==> config.mk <==
export PLATFORM = sky130hd
export DESIGN_NAME = control_mc
export DESIGN_NICKNAME = d
export VERILOG_FILES = /design/src/rtl/control_mc.sv
export SDC_FILE = /design/constraint.sdc
export NUM_CORES = 1
export LEC_CHECK = 0
export CAP_MARGIN = 20
export CORE_ASPECT_RATIO = 1.4
export CORE_MARGIN = 2
export CORE_UTILIZATION = 30
export DETAILED_ROUTE_END_ITERATION = 12
export PLACE_DENSITY_LB_ADDON = 0.2
export SLEW_MARGIN = 20
export SYNTH_ARGS = -nofsm -noshare
export SYNTH_HDL_FRONTEND = slang
export SYNTH_SLANG_ARGS = --single-unit
==> constraint.sdc <==
create_clock -name clk -period 2.15 [get_ports clk]
set_clock_uncertainty 0.15 [all_clocks]
set_input_delay 0.215 -clock clk [delete_from_list [all_inputs] [get_ports clk]]
set_output_delay 0.215 -clock clk [all_outputs]
set_load 0.02 [all_outputs]
==> src/rtl/control_mc.sv <==
// Multi-cycle CPU control unit: FETCH/DECODE/EXEC/MEM/WB sequencing with a memory ready
// handshake, a wait-state timeout, and a sticky trap on illegal opcodes or bus timeout.
`timescale 1ns/1ps
module control_mc #(
  parameter int OPCODE_W    = 4,
  parameter int ALU_W       = 4,
  parameter int MEM_TIMEOUT = 15,
  parameter int CNT_W       = 4
) (
  input  logic                clk,
  input  logic                reset,
  input  logic [OPCODE_W-1:0] opcode,
  input  logic                Eq,
  input  logic                mem_ready,
  output logic                mem_req,
  output logic                instruction_flag,
  output logic                pc_flag,
  output logic                change_address_flag,
  output logic                Wr_en_rf,
  output logic                Wr_en,
  output logic                M13,
  output logic                M2,
  output logic                M457,
  output logic                M6,
  output logic [ALU_W-1:0]    ALU,
  output logic [2:0]          state,
  output logic                timeout,
  output logic                illegal
);

  typedef enum logic [2:0] {
    S_FETCH  = 3'd0,
    S_DECODE = 3'd1,
    S_EXEC   = 3'd2,
    S_MEM    = 3'd3,
    S_WB     = 3'd4,
    S_TRAP   = 3'd7
  } state_t;

  // The last wait cycle that may still be absorbed; one more miss traps.
  localparam logic [CNT_W-1:0] TO_LIM = CNT_W'((MEM_TIMEOUT > 0) ? MEM_TIMEOUT - 1 : 0);

  state_t           state_q, state_d;
  logic [3:0]       op_q, op_d;
  logic [CNT_W-1:0] cnt_q, cnt_d;
  logic             timeout_q, timeout_d;
  logic             illegal_q, illegal_d;

  logic       waiting, wait_hit, dec_valid;
  logic [3:0] dec_op;

  function automatic logic op_illegal(input logic [OPCODE_W-1:0] op);
    return (op >> 4) != '0;
  endfunction

  function automatic logic [3:0] alu_code(input logic [3:0] op);
    case (op)
      4'hC, 4'hE, 4'hF: return 4'd4;
      4'h8, 4'h9:       return 4'd5;
      4'h7:             return 4'd0;
      default:          return op;
    endcase
  endfunction

  always_comb begin
    state_d             = state_q;
    op_d                = op_q;
    cnt_d               = cnt_q;
    timeout_d           = timeout_q;
    illegal_d           = illegal_q;
    mem_req             = 1'b0;
    instruction_flag    = 1'b0;
    pc_flag             = 1'b0;
    change_address_flag = 1'b0;
    Wr_en_rf            = 1'b0;
    Wr_en               = 1'b0;
    M13                 = 1'b0;
    M2                  = 1'b0;
    M457                = 1'b0;
    M6                  = 1'b0;
    ALU                 = '0;

    waiting  = (state_q == S_FETCH) || (state_q == S_MEM);
    wait_hit = waiting && !mem_ready && (MEM_TIMEOUT != 0) && (cnt_q >= TO_LIM);

    case (state_q)
      S_FETCH: begin
        mem_req          = 1'b1;
        instruction_flag = 1'b1;
        pc_flag          = mem_ready;
        if (mem_ready) begin
          state_d = S_DECODE;
        end else if (wait_hit) begin
          state_d   = S_TRAP;
          timeout_d = 1'b1;
        end
      end
      S_DECODE: begin
        op_d = opcode[3:0];
        if (op_illegal(opcode)) begin
          state_d   = S_TRAP;
          illegal_d = 1'b1;
        end else begin
          state_d = S_EXEC;
        end
      end
      S_EXEC: begin
        case (op_q)
          4'h7: begin change_address_flag = 1'b1; state_d = S_FETCH; end
          4'h8: begin change_address_flag = Eq;   state_d = S_FETCH; end
          4'h9: begin change_address_flag = !Eq;  state_d = S_FETCH; end
          4'h6:       state_d = S_FETCH;
          4'hE, 4'hF: state_d = S_MEM;
          default:    state_d = S_WB;
        endcase
      end
      S_MEM: begin
        mem_req = 1'b1;
        Wr_en   = (op_q == 4'hF);
        if (mem_ready) begin
          state_d = (op_q == 4'hF) ? S_FETCH : S_WB;
        end else if (wait_hit) begin
          state_d   = S_TRAP;
          timeout_d = 1'b1;
        end
      end
      S_WB: begin
        Wr_en_rf = 1'b1;
        state_d  = S_FETCH;
      end
      default: state_d = S_TRAP;
    endcase

    // Wait counter: restarts on every state change, saturates instead of wrapping.
    if (state_d != state_q) begin
      cnt_d = '0;
    end else if (waiting && !mem_ready && (cnt_q != '1)) begin
      cnt_d = cnt_q + 1'b1;
    end

    // In DECODE the selects look ahead at the incoming opcode.
    dec_op    = (state_q == S_DECODE) ? opcode[3:0] : op_q;
    dec_valid = ((state_q == S_DECODE) && !op_illegal(opcode)) ||
                (state_q == S_EXEC) || (state_q == S_MEM) || (state_q == S_WB);
    if (dec_valid) begin
      M13  = (dec_op == 4'hC) || (dec_op == 4'hD) || (dec_op == 4'hE);
      M2   = (dec_op >= 4'hA);
      M457 = (dec_op == 4'hD);
      M6   = (dec_op == 4'hE);
      ALU  = ALU_W'(alu_code(dec_op));
    end

    // Everything driven low while reset is held, so an access is dropped at once.
    if (!reset) begin
      mem_req             = 1'b0;
      instruction_flag    = 1'b0;
      pc_flag             = 1'b0;
      change_address_flag = 1'b0;
      Wr_en_rf            = 1'b0;
      Wr_en               = 1'b0;
      M13                 = 1'b0;
      M2                  = 1'b0;
      M457                = 1'b0;
      M6                  = 1'b0;
      ALU                 = '0;
    end
  end

  always_ff @(posedge clk or negedge reset) begin
    if (!reset) begin
      state_q   <= S_FETCH;
      op_q      <= '0;
      cnt_q     <= '0;
      timeout_q <= 1'b0;
      illegal_q <= 1'b0;
    end else begin
      state_q   <= state_d;
      op_q      <= op_d;
      cnt_q     <= cnt_d;
      timeout_q <= timeout_d;
      illegal_q <= illegal_d;
    end
  end

  assign state   = state_q;
  assign timeout = timeout_q;
  assign illegal = illegal_q;

endmodule

# After elaboration in Yosys (flattened, before gate mapping)
# Index checks and enable logic that the tools add are counted.
# classes
bitwise,1
reduce_logical,19
n_lt_le_gt_ge,2
n_addsub,1
eq_ne,19
muxes,33
# ops
cell,n
"4-bit == test, second input constant",10
1-bit 2-to-1 mux,20
4-bit 2-to-1 mux,5
3-bit one-hot mux with 5 select lines,1
"4-bit by 3-bit == test with 1-bit output, second input constant",3
3-bit 2-to-1 mux,4
4-bit one-hot mux with 3 select lines,1
"4-bit >= comparator, second input constant",2
"3-bit by 2-bit == test with 1-bit output, second input constant",2
1-bit logical OR,6
3-bit one-hot mux with 2 select lines,1
2-bit OR reduction,3
"4-bit by 1-bit adder with 4-bit output, second input constant",1
"4-bit inequality test, second input constant",1
4-bit OR reduction,1
"3-bit by 1-bit == test with 1-bit output, second input constant",1
"3-bit == test, second input constant",1
1-bit logical AND,3
3-bit logical NOT,1
3-bit inequality test,1
1-bit one-hot mux with 3 select lines,1
3-bit AND reduction,1
3-bit OR reduction,1
1-bit logical NOT,2
2 further kinds,2
# word_totals
output_inout_bits,19
inputBits,8
regBits,12
word_cells,79

# Depth between registers and ports, before layout
# logic_depth
ltp_word,9
ltp_mapped,6
depth_no_buf,6

# Least setup slack after synthesis
# OpenSTA, ideal clock, no wires.
# synth_path
path_kind,register to output
startpoint,register state_q[0] (netlist: state[0])
endpoint,output ALU[2]
path_buffers,0
stages_incl_launch_ff,5
path_slack_ns,-0.193
arrival_ns,1.978
required_time_ns,1.785
path_cell_list,dfrtp_1 > nor3b_4 > mux2i_2 > nand2_2 > a211oi_1
# synth_between
elab_chain_len,7
elab_cells_between_ends,19
cone_classes,eq/ne: 10; mux: 4; reduce/logical: 5
# synth_lines
item,line,text
"start, declared",43,"state_t state_q, state_d;"
"start signal, assigned",177,state_q <= state_d;
3-bit by 1-bit == test with 1-bit output,"142, 143",
4-bit 2-to-1 mux,-,
4-bit == test,57,case (op)
3-bit OR reduction or 2-bit OR reduction (tied branches),57,
4-bit one-hot mux with 3 select lines,57,
4-bit 2-to-1 mux *,145,if (dec_valid) begin
4-bit 2-to-1 mux *,154,if (!reset) begin
"end, declared",25,"output logic [ALU_W-1:0] ALU,"
# Every way passes the cells marked *; elsewhere a longest branch is shown, timed or not.

# Final worst setup path
# layout_path
startpoint,register state_q[2] (netlist: state[2])
endpoint,output M13
# layout_between
elab_chain_len,7
elab_cells_between_ends,15
cone_classes,eq/ne: 7; mux: 3; reduce/logical: 5
# layout_lines
item,line,text
3-bit by 1-bit == test with 1-bit output *,142,dec_op = (state_q == S_DECODE) ? opcode[3:0] : op_q;
4-bit 2-to-1 mux *,-,
via dec_op[2],50,logic [3:0] dec_op;
4-bit == test,146,M13 = (dec_op == 4'hC) || (dec_op == 4'hD) || (dec_op == 4'hE);
1-bit logical OR,146,
1-bit logical OR *,146,
1-bit 2-to-1 mux *,145,
1-bit 2-to-1 mux *,154,
"end, declared",21,"output logic M13,"
# The timed path passes the listed nets; every way through them passes the cells marked *.

==> impl_summary.md <==
Status
The run finished, with violations left. The final reports fail on setup timing.

Drt
In this run, the number of DRC markers left after iteration 0 of detailed routing was 18. In the final routed layout, each cell accounts on average for 14.92 um. The sum of routed wire length over all layers is 2879 um.

After detailed routing, the number of vias per cell comes to 5.316. The total number of vias is 1,026. The residual antenna-violating net count after detailed routing is 0. The DRC violation count after routing is 0. The first detailed-routing pass took 4 iterations.

Setup path
The cell seen most often among critical-path stages is sky130_fd_sc_hd__buf_4. The startpoint of the lowest-slack register-to-register path is state[1]$_DFF_PN0_. The start point of the critical path is state[2]$_DFF_PN0_. STA classifies the critical path startpoint as a register. By startpoint and endpoint, the worst setup path is classified as reg -> out. Traced cell by cell, the critical path runs through nor3b_4 -> buf_6 -> mux2i_4 -> inv_2 -> o211ai_1 -> buf_4 -> a21oi_2 -> buf_4.

STA puts the critical path data required time at 1.78 ns. STA classifies the critical path endpoint as an output pin. For this design, the slowest cell found on the critical path is sky130_fd_sc_hd__dfrtp_1. In this design, the largest share of critical-path delay is due to buffers and inverters. The highest net fanout along the worst path is 4. On the worst path, the slowest cell contributes a delay of around 0.41 ns. The arrival time of data at the critical path endpoint is 1.91 ns. The number of buffers and inverters on the critical path is 4.

Die
The die is 71.31 um tall. In this run the count of I/O pins placed on the die edge is 27. The die outline width is between 50 and 60 um. The floorplan has 24 rows. The initial core utilization is between 30% and 40%. The die covers 3714 um2.

The area of the core is 3093 um2.

Synthesis
The portion of the post-synthesis area used by sequential elements is 30.93%. The average size of a mapped cell is 8.827 um2. Yosys attributes the largest share of cell area to sky130_fd_sc_hd__dfrtp_1, sky130_fd_sc_hd__a21oi_1, sky130_fd_sc_hd__nor3_1, sky130_fd_sc_hd__mux2i_1, sky130_fd_sc_hd__and3_1. Synthesis handed over a netlist of 110 instances. Counting flops with a built-in enable in the synthesized netlist gives 0. The register bit total from synthesis is 12.

The cell area after technology mapping is 970.9 um2. The area share of the leading cell type in the synthesized netlist is 30.93%. sky130_fd_sc_hd__dfrtp_1 takes more of the synthesized area than any other cell. The count of warnings emitted by yosys is 0.

In this run, distinct cell masters in the synthesized netlist total 51. Of all flip-flops after synthesis, the portion carrying an async set or reset was 100.0%. The most instantiated flip-flop cell in the synthesis netlist is sky130_fd_sc_hd__dfrtp_1. When the netlist entered floorplanning its net count stood at 120.

Clocking
The root buffer cell is sky130_fd_sc_hd__clkbuf_8. TritonCTS built the clock tree. The total number of H-tree levels is 1. After clock tree synthesis, the clock-pin slew on the worst setup and hold paths is 0.05 ns.

Clock tree synthesis inserted a total of 3 buffers. At the later pin of the worst-skew pair, clock insertion delay measures 0.23 ns. The number of buffers between clock root and the deepest sink is 2. The number of sinks driven by the clock tree is 12.

Final layout
After routing the design area is 1506 um2. The leading cell type in the layout, fill and taps excluded is sky130_fd_sc_hd__buf_4. The library cells used most frequently in the layout, excluding fill and tap cells, are sky130_fd_sc_hd__buf_4, sky130_fd_sc_hd__dfrtp_1, sky130_fd_sc_hd__clkdlybuf4s50_1.

The final antenna diode count is 0. The final layout net count is 165. After filler insertion, the fill cell instance count of the layout stands at roughly 300. Relative to the synthesized area, the layout overhead comes to 55.15%.

The post-route netlist has 35.06% of its cells at a drive strength greater than 1.

Global routing
The wire length of the first global-routing pass is around 4600 um. The maximum number of pins on one net before global-route repair is 15. The global routing usage summed across all routing layers is 16.55%. For this run the aggregate overflow at the end of global routing stands at 0. The initial antenna violation count is 0. The number of global-route vias before repair is 966.

Timing
Timing would allow up to about 440 MHz. The worst hold margin is 0.3039 ns. The final number of hold-violating endpoints is 0. Setup repair after global routing could not meet its margin everywhere.

The post-layout minimum cycle time is 2.276 ns. The final setup violation count is 7. In the finished design, the share of the clock period the worst path needs comes to 105.8%. Once routing completed, OpenROAD measured the worst setup slack at -0.1257 ns.

The max-slew violation count is 0. The sum of negative setup slack is -0.5083 ns.

Pwr
In this run the power density over the cells is 329.1 nW/um2. The share of total power dissipated in combinational logic is under 10%. The maximum ir drop on the vdd rail is 0.0003362 V. The net switching share of the total power is about 19%.

The switching component of the power is 91.87 uW. The register share of total power is 45.6%. The clock network accounts for around 48% of the total power. The internal power of the cells totals 403.9 uW. The static leakage power is 0.6734 nW.

Job
The tool flagged a number of max-cap violations equal to 0.

Placement
The pre-CTS setup slack is -0.2788 ns. The count of buffers added on input and output ports is 25. At the end of routability-driven placement, the weighted congestion stood at 0.8059. The placed wire-length estimate after detailed placement is 2309 um. The area after detailed placement is 1410 um2.

Min path
The min-delay analysis places its worst path in the category in -> async.
-- cell usage after synthesis, types with 2 or more instances --
library cell                n
sky130_fd_sc_hd__and2_1     2
sky130_fd_sc_hd__o21ai_0    3
sky130_fd_sc_hd__nor3b_1    3
sky130_fd_sc_hd__inv_1      4
sky130_fd_sc_hd__inv_2      2
sky130_fd_sc_hd__nand2_1    5
sky130_fd_sc_hd__o211ai_1   2
sky130_fd_sc_hd__mux2i_1    3
sky130_fd_sc_hd__a31o_2     2
sky130_fd_sc_hd__and3_1     4
sky130_fd_sc_hd__a21oi_1    8
sky130_fd_sc_hd__a211oi_1   2
sky130_fd_sc_hd__nand3_1    5
sky130_fd_sc_hd__ha_1       2
sky130_fd_sc_hd__nand2b_1   4
sky130_fd_sc_hd__buf_2      3
sky130_fd_sc_hd__nor2_1     3
sky130_fd_sc_hd__nor3_1     8
sky130_fd_sc_hd__dfrtp_1   12
sky130_fd_sc_hd__nand3b_1   2
-- cell type report --
cell class / count / area, um2 / area share (%)
timing repair buffer: 45 / 386.6 / 25.66
sequential: 12 / 300.3 / 19.93
multi-input combinational: 87 / 693.2 / 46.01
clock buffer: 4 / 55.05 / 3.654
tap: 39 / 48.80 / 3.239
inverter: 6 / 22.52 / 1.495
-- final timing paths --
| kind | endpoint | slack, ns | cells past startpoint |
|---|---|---|---|
| worst max-delay path | M13 | -0.13 | 8 |
| worst min-delay path | cnt_q[1]$_DFFE_PN0P_ | 0.30 | 3 |
| worst max register to register | cnt_q[2]$_DFFE_PN0P_ | 0.32 | 6 |
| worst min register to register | timeout$_DFFE_PN0P_ | 0.31 | 1 |
| max in group asynchronous | op_q[1]$_DFF_PN0_ | 1.39 | 3 |
| min in group clk | timeout$_DFFE_PN0P_ | 0.31 | 1 |
-- cell families (layout without fill, tap and decap cells) --
family	Yosys count	in the layout	synth area share (%)
multiplexers	5	5	5.670
buffers and inverters	11	55	5.025
flip-flops	12	12	30.93
other	1	1	0.3862
AND/OR/NAND/NOR	48	48	31.06
XOR/XNOR	3	3	3.480
AO/OA/AOI/OAI	28	28	20.88
adder cells (fa/ha/maj)	2	2	2.577
-- worst register-to-register path, cell delays in order, from the launching register on --
cell                      delay (ns)
sky130_fd_sc_hd__dfrtp_1        0.40
sky130_fd_sc_hd__buf_4          0.20
sky130_fd_sc_hd__xnor2_2        0.15
sky130_fd_sc_hd__buf_4          0.16
sky130_fd_sc_hd__a32oi_2        0.24
sky130_fd_sc_hd__nand3_2        0.14
sky130_fd_sc_hd__nor4_2         0.30
-- registers in the layout (all words and copies together) (netlist names) --
signal and count:
cnt_q 4, op_q 4, state 3, timeout 1
-- power by group through the flow --
| stage | Combinational (mW) | Clock, mW | Sequential (mW) |
|---|---|---|---|
| after floorplan | 0.00676 | 0 | 0.230 |
| after global placement | 0.0309 | 0 | 0.230 |
| after detailed placement | 0.0303 | 0 | 0.230 |
| after CTS | 0.0318 | 0.245 | 0.226 |
| after global routing | 0.0340 | 0.256 | 0.226 |
| final | 0.0312 | 0.238 | 0.226 |
-- metal layers --
metal / global-route usage [%] / share of wire (%) / vias to the layer above / wire (um)
li1: - / - / 498 / -
met1: 15.57 / 35 / 496 / 1016
met2: 33.47 / 59 / 28 / 1686
met3: 3.958 / 4.8 / 4 / 137
met4: 4.386 / 1.4 / 0 / 39
met5: 0 / 0 / - / 0
-- per-stage QoR --
step                cells  utilization [%]  power, mW
detailed placement    188            45.59     0.2603
global placement      188            45.59     0.2609
floorplan             110                -     0.2368
finish                193            48.71     0.4958
global route          193            48.71     0.5160
CTS                   193            48.22     0.5028
-- timing repair --
action,CTS,global route
setup endpoints to repair,14,8
pin swaps,2,5
gates resized for setup,46,12
hold buffers,0,0
buffers inserted,1,0
Power figures use the tool's default switching activity.
